===== src/rtl/syncfifo_ptr_ctrl.sv =====
// Pointer and flag controller for a synchronous FIFO of DEPTH entries.
// The storage array is external. This block supplies the write and read
// addresses, the qualified push and pop strobes, the occupancy count, the
// status flags and two sticky error flags.
//
// Handshake: wen/ren are requests. push/pop are the granted strobes for the
// current cycle. Storage must write at w_addr when push=1. The head entry
// is always presented at r_addr, and pop=1 means it is consumed on this edge.
module syncfifo_ptr_ctrl #(
  parameter int DEPTH    = 4,
  parameter int AF_LEVEL = DEPTH - 1,
  parameter int AE_LEVEL = 1,
  localparam int ADDR_W  = (DEPTH <= 2) ? 1 : $clog2(DEPTH),
  localparam int CNT_W   = $clog2(DEPTH + 1)
) (
  input  logic              clk,
  input  logic              rst_n,
  input  logic              clr,
  input  logic              wen,
  input  logic              ren,
  output logic [ADDR_W-1:0] w_addr,
  output logic [ADDR_W-1:0] r_addr,
  output logic              push,
  output logic              pop,
  output logic [CNT_W-1:0]  count,
  output logic              full,
  output logic              empty,
  output logic              almost_full,
  output logic              almost_empty,
  output logic              overflow,
  output logic              underflow
);

  localparam logic [ADDR_W-1:0] LAST_ADDR = ADDR_W'(DEPTH - 1);
  localparam logic [CNT_W-1:0]  AF_C      = CNT_W'(AF_LEVEL);
  localparam logic [CNT_W-1:0]  AE_C      = CNT_W'(AE_LEVEL);

  // Pointer layout: {wrap, address}. The wrap bit tells full from empty
  // when the two addresses are equal.
  logic [ADDR_W:0]  w_ptr_q, w_ptr_d;
  logic [ADDR_W:0]  r_ptr_q, r_ptr_d;
  logic [CNT_W-1:0] count_q, count_d;
  logic             overflow_q, overflow_d;
  logic             underflow_q, underflow_d;

  // The address wraps at DEPTH-1, which need not be a power of two, and
  // the wrap bit toggles on that wrap.
  function automatic logic [ADDR_W:0] ptr_inc(input logic [ADDR_W:0] p);
    logic [ADDR_W:0] r;
    if (p[ADDR_W-1:0] == LAST_ADDR) begin
      r = {~p[ADDR_W], {ADDR_W{1'b0}}};
    end else begin
      r = {p[ADDR_W], p[ADDR_W-1:0] + ADDR_W'(1)};
    end
    return r;
  endfunction

  // Derive the flags and strobes from registered state only. rst_n gates
  // the strobes so that no write is requested while the block is in reset.
  always_comb begin
    empty        = (w_ptr_q == r_ptr_q);
    full         = (w_ptr_q[ADDR_W-1:0] == r_ptr_q[ADDR_W-1:0]) &&
                   (w_ptr_q[ADDR_W] != r_ptr_q[ADDR_W]);
    pop          = rst_n & ren & ~empty & ~clr;
    push         = rst_n & wen & ~clr & (~full | pop);
    w_addr       = w_ptr_q[ADDR_W-1:0];
    r_addr       = r_ptr_q[ADDR_W-1:0];
    count        = count_q;
    almost_full  = (count_q >= AF_C);
    almost_empty = (count_q <= AE_C);
    overflow     = overflow_q;
    underflow    = underflow_q;
  end

  // Compute the next state. clr flushes everything, and the error flags
  // otherwise stick once they are set.
  always_comb begin
    w_ptr_d     = w_ptr_q;
    r_ptr_d     = r_ptr_q;
    count_d     = count_q;
    overflow_d  = overflow_q;
    underflow_d = underflow_q;
    if (clr) begin
      w_ptr_d     = '0;
      r_ptr_d     = '0;
      count_d     = '0;
      overflow_d  = 1'b0;
      underflow_d = 1'b0;
    end else begin
      if (push) w_ptr_d = ptr_inc(w_ptr_q);
      if (pop)  r_ptr_d = ptr_inc(r_ptr_q);
      case ({push, pop})
        2'b10:   count_d = count_q + CNT_W'(1);
        2'b01:   count_d = count_q - CNT_W'(1);
        default: count_d = count_q;
      endcase
      if (wen && !push) overflow_d  = 1'b1;
      if (ren && !pop)  underflow_d = 1'b1;
    end
  end

  // State registers, cleared asynchronously by rst_n.
  always_ff @(posedge clk or negedge rst_n) begin
    if (!rst_n) begin
      w_ptr_q     <= '0;
      r_ptr_q     <= '0;
      count_q     <= '0;
      overflow_q  <= 1'b0;
      underflow_q <= 1'b0;
    end else begin
      w_ptr_q     <= w_ptr_d;
      r_ptr_q     <= r_ptr_d;
      count_q     <= count_d;
      overflow_q  <= overflow_d;
      underflow_q <= underflow_d;
    end
  end

endmodule


===== config.mk =====
export PLATFORM = sky130hd
export DESIGN_NAME = syncfifo_ptr_ctrl
export DESIGN_NICKNAME = d
export VERILOG_FILES = /design/src/rtl/syncfifo_ptr_ctrl.sv
export SDC_FILE = /design/constraint.sdc
export NUM_CORES = 1
export LEC_CHECK = 0
export ABC_AREA = 1
export BUFFER_PORTS_ARGS = -buffer_cell sky130_fd_sc_hd__buf_2
export CELL_PAD_IN_SITES_DETAIL_PLACEMENT = 0
export CELL_PAD_IN_SITES_GLOBAL_PLACEMENT = 1
export CORE_ASPECT_RATIO = 0.7
export CORE_MARGIN = 8
export CORE_UTILIZATION = 40
export CTS_CLUSTER_DIAMETER = 100
export DETAILED_ROUTE_END_ITERATION = 16
export PLACE_DENSITY = 0.85
export SLEW_MARGIN = 10
export SYNTH_ARGS = -nofsm -noshare
export SYNTH_HDL_FRONTEND = slang
export SYNTH_SLANG_ARGS = --single-unit

===== constraint.sdc =====
create_clock -name clk -period 3.1 [get_ports clk]
set_clock_uncertainty 0.2 [all_clocks]
set_input_delay 0.31 -clock clk [delete_from_list [all_inputs] [get_ports clk]]
set_output_delay 0.31 -clock clk [all_outputs]
set_load 0.1 [all_outputs]

-- Word-level counts from Yosys, hierarchy flattened
Cells that the tools add are included.
- register bits: 11
- bits in latches: 0
- bits in writable memories: 0
- ROM bits: 0
- input port bits: 5
- output and inout port bits: 15
- logic and storage cells: 58
- memories kept: 0
- add/subtract/negate cells: 4
- $mul: 0
- divide/modulo/power cells: 0
- magnitude comparators: 2
- equal/unequal tests: 7
- shift-type cells: 0
- multiplexer cells: 12
- bitwise logic cells: 12
- reductions and logical operators: 14
- operator list (operator ; number):
    2-to-1 mux 3 bit ; 7
    nonzero test 2 bit ; 6
    AND 1 bit ; 6
    == test 2 bit, second input constant ; 3
    case mux 3 bit (2 select lines) ; 1
    NOT 1 bit ; 5
    adder 2 x 1 -> 2 bit, second input constant ; 2
    2-to-1 mux 1 bit ; 4
    AND reduction 2 bit ; 2
    adder 3 x 1 -> 3 bit, second input constant ; 1
    == test 3 bit ; 1
    greater-or-equal comparator 3 x 2 -> 1 bit, second input constant ; 1
    less-or-equal comparator 3 x 1 -> 1 bit, second input constant ; 1
    logical AND 1 bit ; 3
    nonzero test 3 bit ; 1
    subtractor 3 x 1 -> 3 bit, second input constant ; 1
    == test 2 x 1 -> 1 bit, second input constant ; 1
    == test 2 bit ; 1
    logical NOT 1 bit ; 2
    inequality test 1 bit ; 1
    bitwise OR 1 bit ; 1

-- Logic depth before layout (Yosys ltp)
Gate-level depths: netlist of run 1.
- depth in word-level cells: 10
- gate-level depth with buffers: 11
- depth with buffers taken out: 11

-- Least setup slack after synthesis of run 1
OpenSTA, ideal clock, no wires.
- kind: reg-to-output
- start: reg count_q[0] (netlist: count[0])
- end: out almost_full
- arrival time: 3.327 ns
- required time: 2.590 ns
- path slack: -0.737 ns
- cell stages (with the launch flop): 3
- buffers on the path: 0
- cells stage by stage: dfrtp_1 inv_1 o21ai_0
- cells in the longest elaborated chain, start to end: 1
- ends and longest elaborated chain (what ; RTL line ; text):
    start: declaration ; 42 ; logic [CNT_W-1:0] count_q, count_d;
    start signal: assignment ; 113 ; count_q <= count_d;
    greater-or-equal comparator 3 x 2 -> 1 bit ; 69 ; almost_full = (count_q >= AF_C);
    end: declaration ; 28 ; output logic almost_full,
Every way passes these cells.

-- Worst setup path in the final report of run 1
- start: in rst_n
- end: out push
- cells in the longest elaborated chain, start to end: 5
- elaborated cells between the ends (all ways): 7
- classes of those cells: 7 x bitwise
- ends and longest elaborated chain (what ; RTL line ; text):
    start: declaration ; 17 ; input logic rst_n,
    AND 1 bit (3 in a row) ; 64 ; pop = rst_n & ren & ~empty & ~clr;
    bitwise OR 1 bit ; 65 ; push = rst_n & wen & ~clr & (~full | pop);
    AND 1 bit (*) ; 65 ;
    end: declaration ; 23 ; output logic push,
Every way passes the cells marked *; elsewhere a longest branch is shown, timed or not.

==> results of run 1 <==
## cell families (layout without fill, tap and decap cells)
family,Yosys count,in the layout,share of synthesized area
flip-flops,11,11,0.336
adder cells (fa/ha/maj),6,6,0.0917
AND/OR/NAND/NOR,53,53,0.353
AO/OA/AOI/OAI,13,13,0.0933
buffers and inverters,21,41,0.115
XOR/XNOR,1,1,0.0107
## layer usage
metal | track usage | vias to the layer above | part of all wire
li1 | - | 368 | -
met1 | 0.115 | 309 | 0.51
met2 | 0.144 | 16 | 0.43
met3 | 0.0495 | 0 | 0.066
met4 | 0.0199 | 0 | 0
met5 | 0 | - | 0
## cell usage after synthesis
cell	count	share of area
nand2_4	2	0.028
nand4_1	1	0.0077
inv_1	13	0.060
nor2_1	6	0.028
ha_1	6	0.092
buf_4	4	0.037
nand2_2	8	0.061
nand3_2	1	0.012
xnor2_1	1	0.011
a31oi_2	1	0.015
o21ai_1	4	0.024
o21ai_0	5	0.031
inv_2	4	0.018
nand2_1	24	0.11
a21oi_1	2	0.012
or2_2	1	0.0077
nand3_1	7	0.043
dfrtp_1	11	0.34
nand3_4	2	0.043
o21ai_2	1	0.011
nor2_4	1	0.014
## through the flow
stage	worst slack, ps	area, sq um	util	hold slack [ps]	std cells
final	555	947	0.502	91.2	147
after global routing	408	947	0.502	95.2	147
after CTS	537	947	0.502	82.7	147
after detailed placement	1070	911	0.483	5.83	142
after global placement	1110	911	0.483	0.260	142
after floorplan	17.9	818	-	-186	105
## tightest hold or removal path, cell delays in order
cell	delay (ps)
buf_2	90
nand3_1	70
nand2_1	60
## placed cells by master (no fill, tap or decap), drive strengths merged
master	n
a21oi	2
a31oi	1
buf	19
clkbuf	4
dfrtp	11
dlygate4sd3	1
ha	6
inv	17
nand2	34
nand3	10
nand4	1
nor2	7
o21ai	10
or2	1
xnor2	1
## flip-flops by register name, summed over array words and instances, names as in the netlist
| signal | count |
|---|---|
| underflow | 1 |
| overflow | 1 |
| count | 3 |
| w_ptr_q | 3 |
| r_ptr_q | 3 |
## power groups by stage
stage	registers, W	clock network, W	logic, W
final	0.000171	0.0000948	0.000319
after global routing	0.000174	0.000110	0.000339
after CTS	0.000172	0.000101	0.000322
after detailed placement	0.000174	0	0.000320
after global placement	0.000174	0	0.000318
after floorplan	0.000248	0	0.000199
## worst max path at each step
stage	start	end	slack (ps)	depth (start not counted)
finish	rst_n	push	560	7
detailed placement	rst_n	push	1070	6
floorplan	count[0]	almost_full	20	2
global placement	rst_n	push	1110	6
CTS	rst_n	push	540	7
global route	rst_n	push	410	7
## final cells by class
| cell class | instances | area [sq um] |
|---|---|---|
| Clock buffer | 4 | 26.3 |
| Inverter | 17 | 63.8 |
| Tap cell | 22 | 27.5 |
| Multi-Input combinational cell | 73 | 449 |
| Fill cell | 189 | 940 |
| Sequential cell | 11 | 275 |
| Timing Repair Buffer | 20 | 105 |
==> key figures, run 1 <==
Outcome
  • Status: finished clean

Worst setup path
  • Flop2flop setup slack: approximately 1500 ps
  • Slowest stage delay, CP: roughly 520 ps
  • Worst R2R End: count[2]
  • Reg2reg start: count[0]
  • Crit path max fanout: 13
  • WS Path Type: input port to output pin
  • Worst EP arrival: roughly 2000 ps
  • Slowest CP cell: dlygate4sd3_1
  • CP delay by family, top: buffers and inverters
  • Critical path, cell by cell: dlygate4sd3_1, buf_2, nand2_1, inv_1, nand3_1, inv_1, buf_2
  • Crit path required time: around 2600 ps
  • WP buf/inv: 5
  • Worst-case reg-to-reg path depth: 6
  • Startpoint types: input port
  • CP endpoint kind: output pin

Power and ir drop
  • Net switching share of the total power: 0.552
  • P_leak: approximately 0.52 nW
  • P_int: ~0.00026 W
  • Peak VDD IR: roughly 0.35 mV
  • Clock share of power: 0.162
  • Switch Pwr: ~0.00032 W
  • Logic pwr share: 0.545
  • Final Power: around 0.0006 W
  • Share of power burned in registers: 0.293
  • Pwr per Cell Area: approximately 620 nW/um^2

Final layout
  • Layout cells sized above 1: 0.344
  • Layout Nets: 137
  • # diodes: 0
  • Area delta synth->final: 15.7%

STA
  • Slew Viols, Final: 0
  • Final hold vios: 0
  • RSZ-0062 raised after global routing: no
  • Fmax: just under 0.4 GHz
  • Tightest Pin Transition: roughly 490 ps
  • Slew HR: 0.676
  • Final setup fails: 0
  • Setup TNS Final: 0 ps
  • Final period util: 0.821
  • Final Critical Period: roughly 2500 ps

GRT
  • Largest net degree at the start of global routing: 14
  • First-pass GRT wire length: around 2800 um
  • Grt total ovfl: 0
  • GR Util All Layers: 0.0935
  • Initial antenna violation count: 0
  • Vias in the first global route: around 650

Clock tree
  • CTS Hold Bufs: 1
  • Clk root buf: clkbuf_4
  • Clk slew on worst S/H paths: approximately 70 ps
  • PostCTS Resize Cnt: 0
  • CTS buffer count: 3
  • Clock Path Buffers: 2
  • Clock sinks: 11
  • Max H-tree Level: 1
  • CTS tree: yes
  • Setup bufs post-CTS: 0
  • Clk_lat worst skew: roughly 270 ps

Floorplanning
  • Die Y: about 54 um
  • Chip width: 70.1 um
  • Die area: 3770 sq um
  • Core Box Area: between 1500 and 2000 sq um
  • I/O pins: 20
  • Row Count: 13
  • Initial Utilization: 0.434

Synth
  • Sequential fraction of the synthesis area: 0.336
  • Syn avg cell area: roughly 7.8 sq um
  • Ys Warns: 0
  • Synthesized cell area: 818 sq um
  • Synth Net Count: ~120
  • Post-Synthesis Cells: ~110
  • Post-synthesis cell type count: 21
  • Seq cells post-synth: 11

Worst hold path
  • WHS Path Cells: 3
  • Hold worst-path end: overflow
  • Hold Crit Start: wen
  • Hold Crit Class: input port to register

Placed design
  • I/O Buffers: 19
  • HPWL Detailed: about 1400 um
  • Final GP Congestion: 0.788

Routing
  • Remaining antenna violation count: 0
  • Via/cell ratio: between 4 and 5
  • # DRC: 0
  • Routed WL per cell: roughly 12 um
  • DR pass1 iterations: 4
  • Iteration-0 DRC Markers: 18
  • Detailed-route via count: just under 700
  • Total Wirelength: 1720 um

Flow run
  • Max Cap Viol: 0
Note: power is estimated with default switching activity, not from simulation.
==> run 2, diff against run 1 <==
- CORE_UTILIZATION: 40 -> 37
- PLACE_DENSITY: 0.85 -> 0.8
- clock period: 3.1 -> 2.6 ns (I/O delays scaled with it)
==> run 2 against run 1 <==
  * Largest cell class unchanged
  * First-iteration DRC count increased by 39%
  * Worst setup slack got worse by 390 ps
  * Critical path depth unchanged
  * Clock-buffer cell count decreased by 1
  * Core utilization decreased by 4.6 points
  * Via count decreased by 1.6%
  * Cell count increased by 6.8%
  * Combinational power increased by 21%
  * Routed wire length increased by 0.93%
  * Sequential share of layout area decreased by 0.60 points
  * Critical path type unchanged
==> key figures, run 2 (synthesized netlist as in run 1, its figures left out) <==
Outcome
  • Status: finished clean (unchanged)

Worst setup path
  • Reg2reg start: count[0] (unchanged)
  • Worst EP arrival: 1980 ps (was 2030 ps)
  • CP delay by family, top: buffers and inverters (unchanged)
  • Worst R2R End: count[2] (unchanged)
  • WS Path Type: input port to output pin (unchanged)
  • Slowest stage delay, CP: 520 ps (about the same)
  • Flop2flop setup slack: 990 ps (was 1450 ps)
  • Slowest CP cell: dlygate4sd3_1 (unchanged)
  • CP endpoint kind: output pin (unchanged)
  • Crit path required time: 2140 ps (was 2590 ps)
  • Worst-case reg-to-reg path depth: 6 (unchanged)
  • Critical path, cell by cell: dlygate4sd3_1, buf_2, nand2_1, inv_1, nand3_1, inv_1, buf_2 (unchanged)
  • WP buf/inv: 5 (unchanged)
  • Startpoint types: input port (unchanged)
  • Crit path max fanout: 13 (unchanged)

Routing
  • Iteration-0 DRC Markers: 25 (was 18)
  • Via/cell ratio: 4.34 (was 4.71)
  • Routed WL per cell: 11.1 um (was 11.7 um)
  • Detailed-route via count: 682 (was 693)
  • DR pass1 iterations: 4 (unchanged)
  • Total Wirelength: 1740 um (was 1720 um)
  • # DRC: 0 (unchanged)
  • Remaining antenna violation count: 0 (unchanged)

STA
  • Final Critical Period: 2440 ps
  • Fmax: 0.410 GHz
  • Slew HR: 0.676 (about the same)
  • Final setup fails: 0 (unchanged)
  • Tightest Pin Transition: 490 ps (about the same)
  • Final period util: 0.937
  • Slew Viols, Final: 0 (unchanged)
  • RSZ-0062 raised after global routing: no (unchanged)
  • Final hold vios: 0 (unchanged)
  • Setup TNS Final: 0 ps (unchanged)

Floorplanning
  • Core Box Area: 2120 sq um (was 1890 sq um)
  • I/O pins: 20 (unchanged)
  • Die area: 4000 sq um (was 3770 sq um)
  • Initial Utilization: 0.386 (was 0.434)
  • Row Count: 14 (was 13)
  • Die Y: 55.3 um (was 53.8 um)
  • Chip width: 72.2 um (was 70.1 um)

GRT
  • GR Util All Layers: 0.0991 (was 0.0935)
  • Grt total ovfl: 0 (unchanged)
  • Largest net degree at the start of global routing: 14 (unchanged)
  • Vias in the first global route: 665 (was 652)
  • Initial antenna violation count: 0 (unchanged)
  • First-pass GRT wire length: 3080 um (was 2840 um)

Placed design
  • I/O Buffers: 19 (unchanged)
  • Final GP Congestion: 0.806 (was 0.788)
  • HPWL Detailed: 1440 um (about the same)

Power and ir drop
  • Peak VDD IR: 0.370 mV (was 0.345 mV)
  • Pwr per Cell Area: 731 nW/um^2 (was 618 nW/um^2)
  • P_leak: 0.524 nW (was 0.519 nW)
  • Final Power: 0.000707 W (was 0.000585 W)

Final layout
  • Commonest non-fill, non-tap cell in the layout: nand2_1 (unchanged)
  • Layout Nets: 137 (unchanged)
  • Layout cells sized above 1: 0.368 (was 0.344)
  • Filler cells: 225 (was 189)
  • # diodes: 0 (unchanged)
  • Area delta synth->final: 18.2% (was 15.7%)
  • Commonest cells after routing, fill and taps aside: 24 x nand2_1, 19 x buf_2, 13 x inv_1, 11 x dfrtp_1, 8 x nand2_2 (unchanged)

Clock tree
  • PostCTS Resize Cnt: 0 (unchanged)
  • Max H-tree Level: 1 (unchanged)
  • Clock Path Buffers: 2 (unchanged)
  • CTS buffer count: 3 (unchanged)
  • Clock sinks: 11 (unchanged)
  • Clk slew on worst S/H paths: 70 ps (about the same)
  • Clk root buf: clkbuf_4 (unchanged)
  • Clk_lat worst skew: 280 ps (was 270 ps)
  • CTS tree: yes (unchanged)
  • Setup bufs post-CTS: 0 (unchanged)

Worst hold path
  • Hold Crit Start: wen (unchanged)
  • WHS Path Cells: 3 (unchanged)
  • Hold Crit Class: input port to register (unchanged)
  • Hold worst-path end: overflow (unchanged)

Flow run
  • Max Cap Viol: 0 (unchanged)
==> run 2: changes by cell type in the layout (fill, tap and decap cells not counted), sizes merged <==
cell    change
clkbuf      -1
clkinv      +1
==> run 2: metrics by stage <==
step	setup slack (ps)	cell area, sq um	std cells	utilization	hold WS [ps]
5_1_grt	7.28	967	157	0.456	57.7
4_1_cts	111	967	157	0.456	34.6
3_5_place_dp	655	930	152	0.439	-37.2
6_report	163	967	157	0.456	43.1
2_1_floorplan	70.8	825	105	-	-236
3_3_place_gp	690	930	152	0.439	-42.0
==> run 2: final cells by class <==
cell class / count / area, sq um / share of cell area
Clock buffer: 3 / 22.5 / 0.0233
Sequential cell: 11 / 275 / 0.285
Clock inverter: 1 / 5.00 / 0.00517
Tap cell: 32 / 40.0 / 0.0414
Timing Repair Buffer: 20 / 105 / 0.109
Multi-Input combinational cell: 73 / 455 / 0.471
Inverter: 17 / 63.8 / 0.0660
==> run 2: report_power, final <==
| group | switching [W] | internal, W | leakage (nW) |
|---|---|---|---|
| sequential | 0.0000169 | 0.000186 | 0.147 |
| combinational | 0.000317 | 0.0000686 | 0.359 |
| clock | 0.0000611 | 0.0000571 | 0.0177 |
| total | 0.000395 | 0.000312 | 0.524 |
==> run 2: worst register-to-register path, stage by stage, from the launching register on <==
cell and delay (ps):
dfrtp_1 420, ha_1 220, ha_1 260, or2_2 260, nand2_1 60, nand3_1 70
nand2_1 60
==> run 2: per-layer routing <==
| metal | wire, um | global-route usage | up-vias |
|---|---|---|---|
| li1 | - | - | 368 |
| met1 | 900 | 0.129 | 298 |
| met2 | 717 | 0.132 | 11 |
| met3 | 96 | 0.0486 | 5 |
| met4 | 26 | 0.0435 | 0 |
| met5 | 0 | 0 | - |
==> run 2: worst max path at each step <==
stage / slack (ps) / depth (start not counted) / startpoint / end
final: 160 / 7 / rst_n / push
after global routing: 7 / 7 / rst_n / push
after CTS: 110 / 7 / rst_n / push
after detailed placement: 650 / 6 / rst_n / push
after global placement: 690 / 6 / rst_n / push
after floorplan: 70 / 2 / count[0] / almost_full
==> run 2: repair_timing <==
action                                  4_1_cts  5_1_grt
hold endpoints to repair                     11        0
hold buffers                                  1        0
endpoints found under the setup margin        0        0
==> run 3, diff against run 2 <==
- GPL_TIMING_DRIVEN: default -> 0
==> run 3 against run 2 <==
  * Fmax rose by 0.17%
  * Cell count increased by 2.5%
  * Largest power group unchanged
  * Global-route usage up 0.30 points
  * Sequential share of layout area down 0.93 points
  * First-iteration DRC count decreased by 24%
  * Largest cell class unchanged
  * Critical path depth unchanged
  * Clock power increased by 3%
==> key figures, run 3 (synthesized netlist as in run 1, its figures left out) <==
Routing
  • Via/cell ratio: 4.42 (was 4.34)
  • Iteration-0 DRC Markers: 19 (was 25)
  • Total Wirelength: 1740 um (about the same)
  • Remaining antenna violation count: 0 (unchanged)
  • Routed WL per cell: 10.8 um (was 11.1 um)
  • # DRC: 0 (unchanged)
  • Detailed-route via count: 712 (was 682)
  • DR pass1 iterations: 4 (unchanged)

GRT
  • Initial antenna violation count: 0 (unchanged)
  • GR Util All Layers: 0.102 (was 0.0991)
  • First-pass GRT wire length: 3200 um (was 3080 um)
  • Largest net degree at the start of global routing: 14 (unchanged)
  • Grt total ovfl: 0 (unchanged)
  • Vias in the first global route: 684 (was 665)

Worst setup path
  • Worst EP arrival: 1970 ps (was 1980 ps)
  • CP endpoint kind: output pin (unchanged)
  • Crit path required time: 2140 ps (about the same)
  • Startpoint types: input port (unchanged)
  • Crit path max fanout: 13 (unchanged)
  • Worst-case reg-to-reg path depth: 6 (unchanged)
  • WS Path Type: input port to output pin (unchanged)

Floorplanning
  • Initial Utilization: 0.386 (unchanged)
  • I/O pins: 20 (unchanged)
  • Die area: 4000 sq um (unchanged)
  • Row Count: 14 (unchanged)
  • Die Y: 55.3 um (unchanged)
  • Chip width: 72.2 um (unchanged)
  • Core Box Area: 2120 sq um (unchanged)

Power and ir drop
  • Clock share of power: 0.172 (was 0.167)
  • P_int: 0.000315 W (was 0.000312 W)
  • Logic pwr share: 0.544 (was 0.545)
  • Final Power: 0.000714 W (was 0.000707 W)
  • Peak VDD IR: 0.356 mV (was 0.370 mV)
  • P_leak: 0.545 nW (was 0.524 nW)
  • Net switching share of the total power: 0.558 (about the same)
  • Pwr per Cell Area: 714 nW/um^2 (was 731 nW/um^2)
  • Share of power burned in registers: 0.284 (was 0.288)
  • Switch Pwr: 0.000398 W (was 0.000395 W)

STA
  • Final hold vios: 0 (unchanged)
  • Final period util: 0.936 (was 0.937)
  • Tightest Pin Transition: 495 ps (was 490 ps)
  • Slew Viols, Final: 0 (unchanged)
  • Final setup fails: 0 (unchanged)
  • Post-layout worst setup margin: 167 ps (was 163 ps)
  • Fmax: 0.411 GHz (was 0.410 GHz)
  • Final Critical Period: 2430 ps (was 2440 ps)
  • Slew HR: 0.673 (was 0.676)
  • RSZ-0062 raised after global routing: no (unchanged)
  • Setup TNS Final: 0 ps (unchanged)

Outcome
  • Status: finished clean (unchanged)

Final layout
  • Layout Nets: 141 (was 137)
  • Commonest cells after routing, fill and taps aside: 24 x nand2_1, 18 x buf_2, 13 x inv_1, 11 x dfrtp_1, 8 x nand2_2 (was 24 x nand2_1, 19 x buf_2, 13 x inv_1, 11 x dfrtp_1, 8 x nand2_2)
  • Filler cells: 229 (was 225)
  • Layout cells sized above 1: 0.388 (was 0.368)
  • Commonest non-fill, non-tap cell in the layout: nand2_1 (unchanged)
  • # diodes: 0 (unchanged)
  • Area delta synth->final: 22.2% (was 18.2%)
  • Filler-free cell count of the finished design: 161 (was 157)

Placed design
  • Dpl cells: 156 (was 152)
  • I/O Buffers: 19 (unchanged)
  • HPWL Detailed: 1450 um (was 1440 um)
  • Setup Slack @ Placement: 656 ps (was 655 ps)
  • Final GP Congestion: 0.835 (was 0.806)

Clock tree
  • Clk root buf: clkbuf_4 (unchanged)
  • Clock Path Buffers: 2 (unchanged)
  • Clk_lat worst skew: 280 ps (about the same)
  • CTS tree: yes (unchanged)
  • Clock sinks: 11 (unchanged)
  • CTS buffer count: 3 (unchanged)
  • Max H-tree Level: 1 (unchanged)
  • Clk slew on worst S/H paths: 80 ps (was 70 ps)

Worst hold path
  • WHS Path Cells: 3 (unchanged)
  • Hold Crit Class: input port to register (unchanged)

Flow run
  • Max Cap Viol: 0 (unchanged)
## run 3: cell count changes in the layout (fill, tap and decap cells not counted)
cell and change:
clkbuf_4 +1, buf_2 -1, buf_4 +4
## run 3: final timing paths
check                               from          to  slack (ps)
worst max-delay path               rst_n         pop         170
worst min-delay path                 wen    overflow          40
worst max register to register  count[0]    count[2]         970
worst min register to register  overflow    overflow         290
max in group asynchronous          rst_n  r_ptr_q[0]        1780
min in group asynchronous          rst_n  r_ptr_q[2]         190
## run 3: cell type report
type | count | area, sq um | area share
Multi-Input combinational cell | 73 | 455 | 0.456
Sequential cell | 11 | 275 | 0.275
Timing Repair Buffer | 20 | 108 | 0.108
Inverter | 17 | 63.8 | 0.0638
Tap cell | 32 | 40.0 | 0.0401
Buffer | 4 | 30.0 | 0.0300
Clock buffer | 3 | 22.5 | 0.0225
Clock inverter | 1 | 5.00 | 0.00501
## run 3: power by group through the flow
stage	combinational [W]	clock, W	sequential [W]
finish	0.000389	0.000122	0.000203
global route	0.000417	0.000134	0.000207
CTS	0.000392	0.000126	0.000203
detailed placement	0.000390	0	0.000207
global placement	0.000387	0	0.000207
floorplan	0.000242	0	0.000296
## run 3: what timing repair did
item | 4_1_cts | 5_1_grt
buffers inserted | 0 | 0
endpoints found under the hold margin | 11 | 0
hold buffers | 1 | 0
resized for setup | 0 | 1
endpoints found under the setup margin | 0 | 1
## run 3: per-stage QoR
step	instance area (sq um)	util	hold slack, ps
after floorplan	825	-	-236
after global placement	960	0.453	-42.0
after detailed placement	960	0.453	-37.6
after CTS	997	0.470	24.7
after global routing	1000	0.472	40.2
final	1000	0.472	37.2
## run 3: routing by layer
metal | up-vias | wire (um) | part of all wire | global-route usage
met5 | - | 0 | 0 | 0
met1 | 319 | 879 | 0.50 | 0.132
met3 | 2 | 100 | 0.057 | 0.0432
met4 | 0 | 9 | 0.0052 | 0.0348
met2 | 16 | 752 | 0.43 | 0.146
li1 | 375 | - | - | -
## run 3: critical path, stage by stage
cell           delay [ps]
dlygate4sd3_1         520
buf_2                 290
nand2_1               120
inv_1                 160
nand3_4               110
inv_2                  90
buf_2                 430
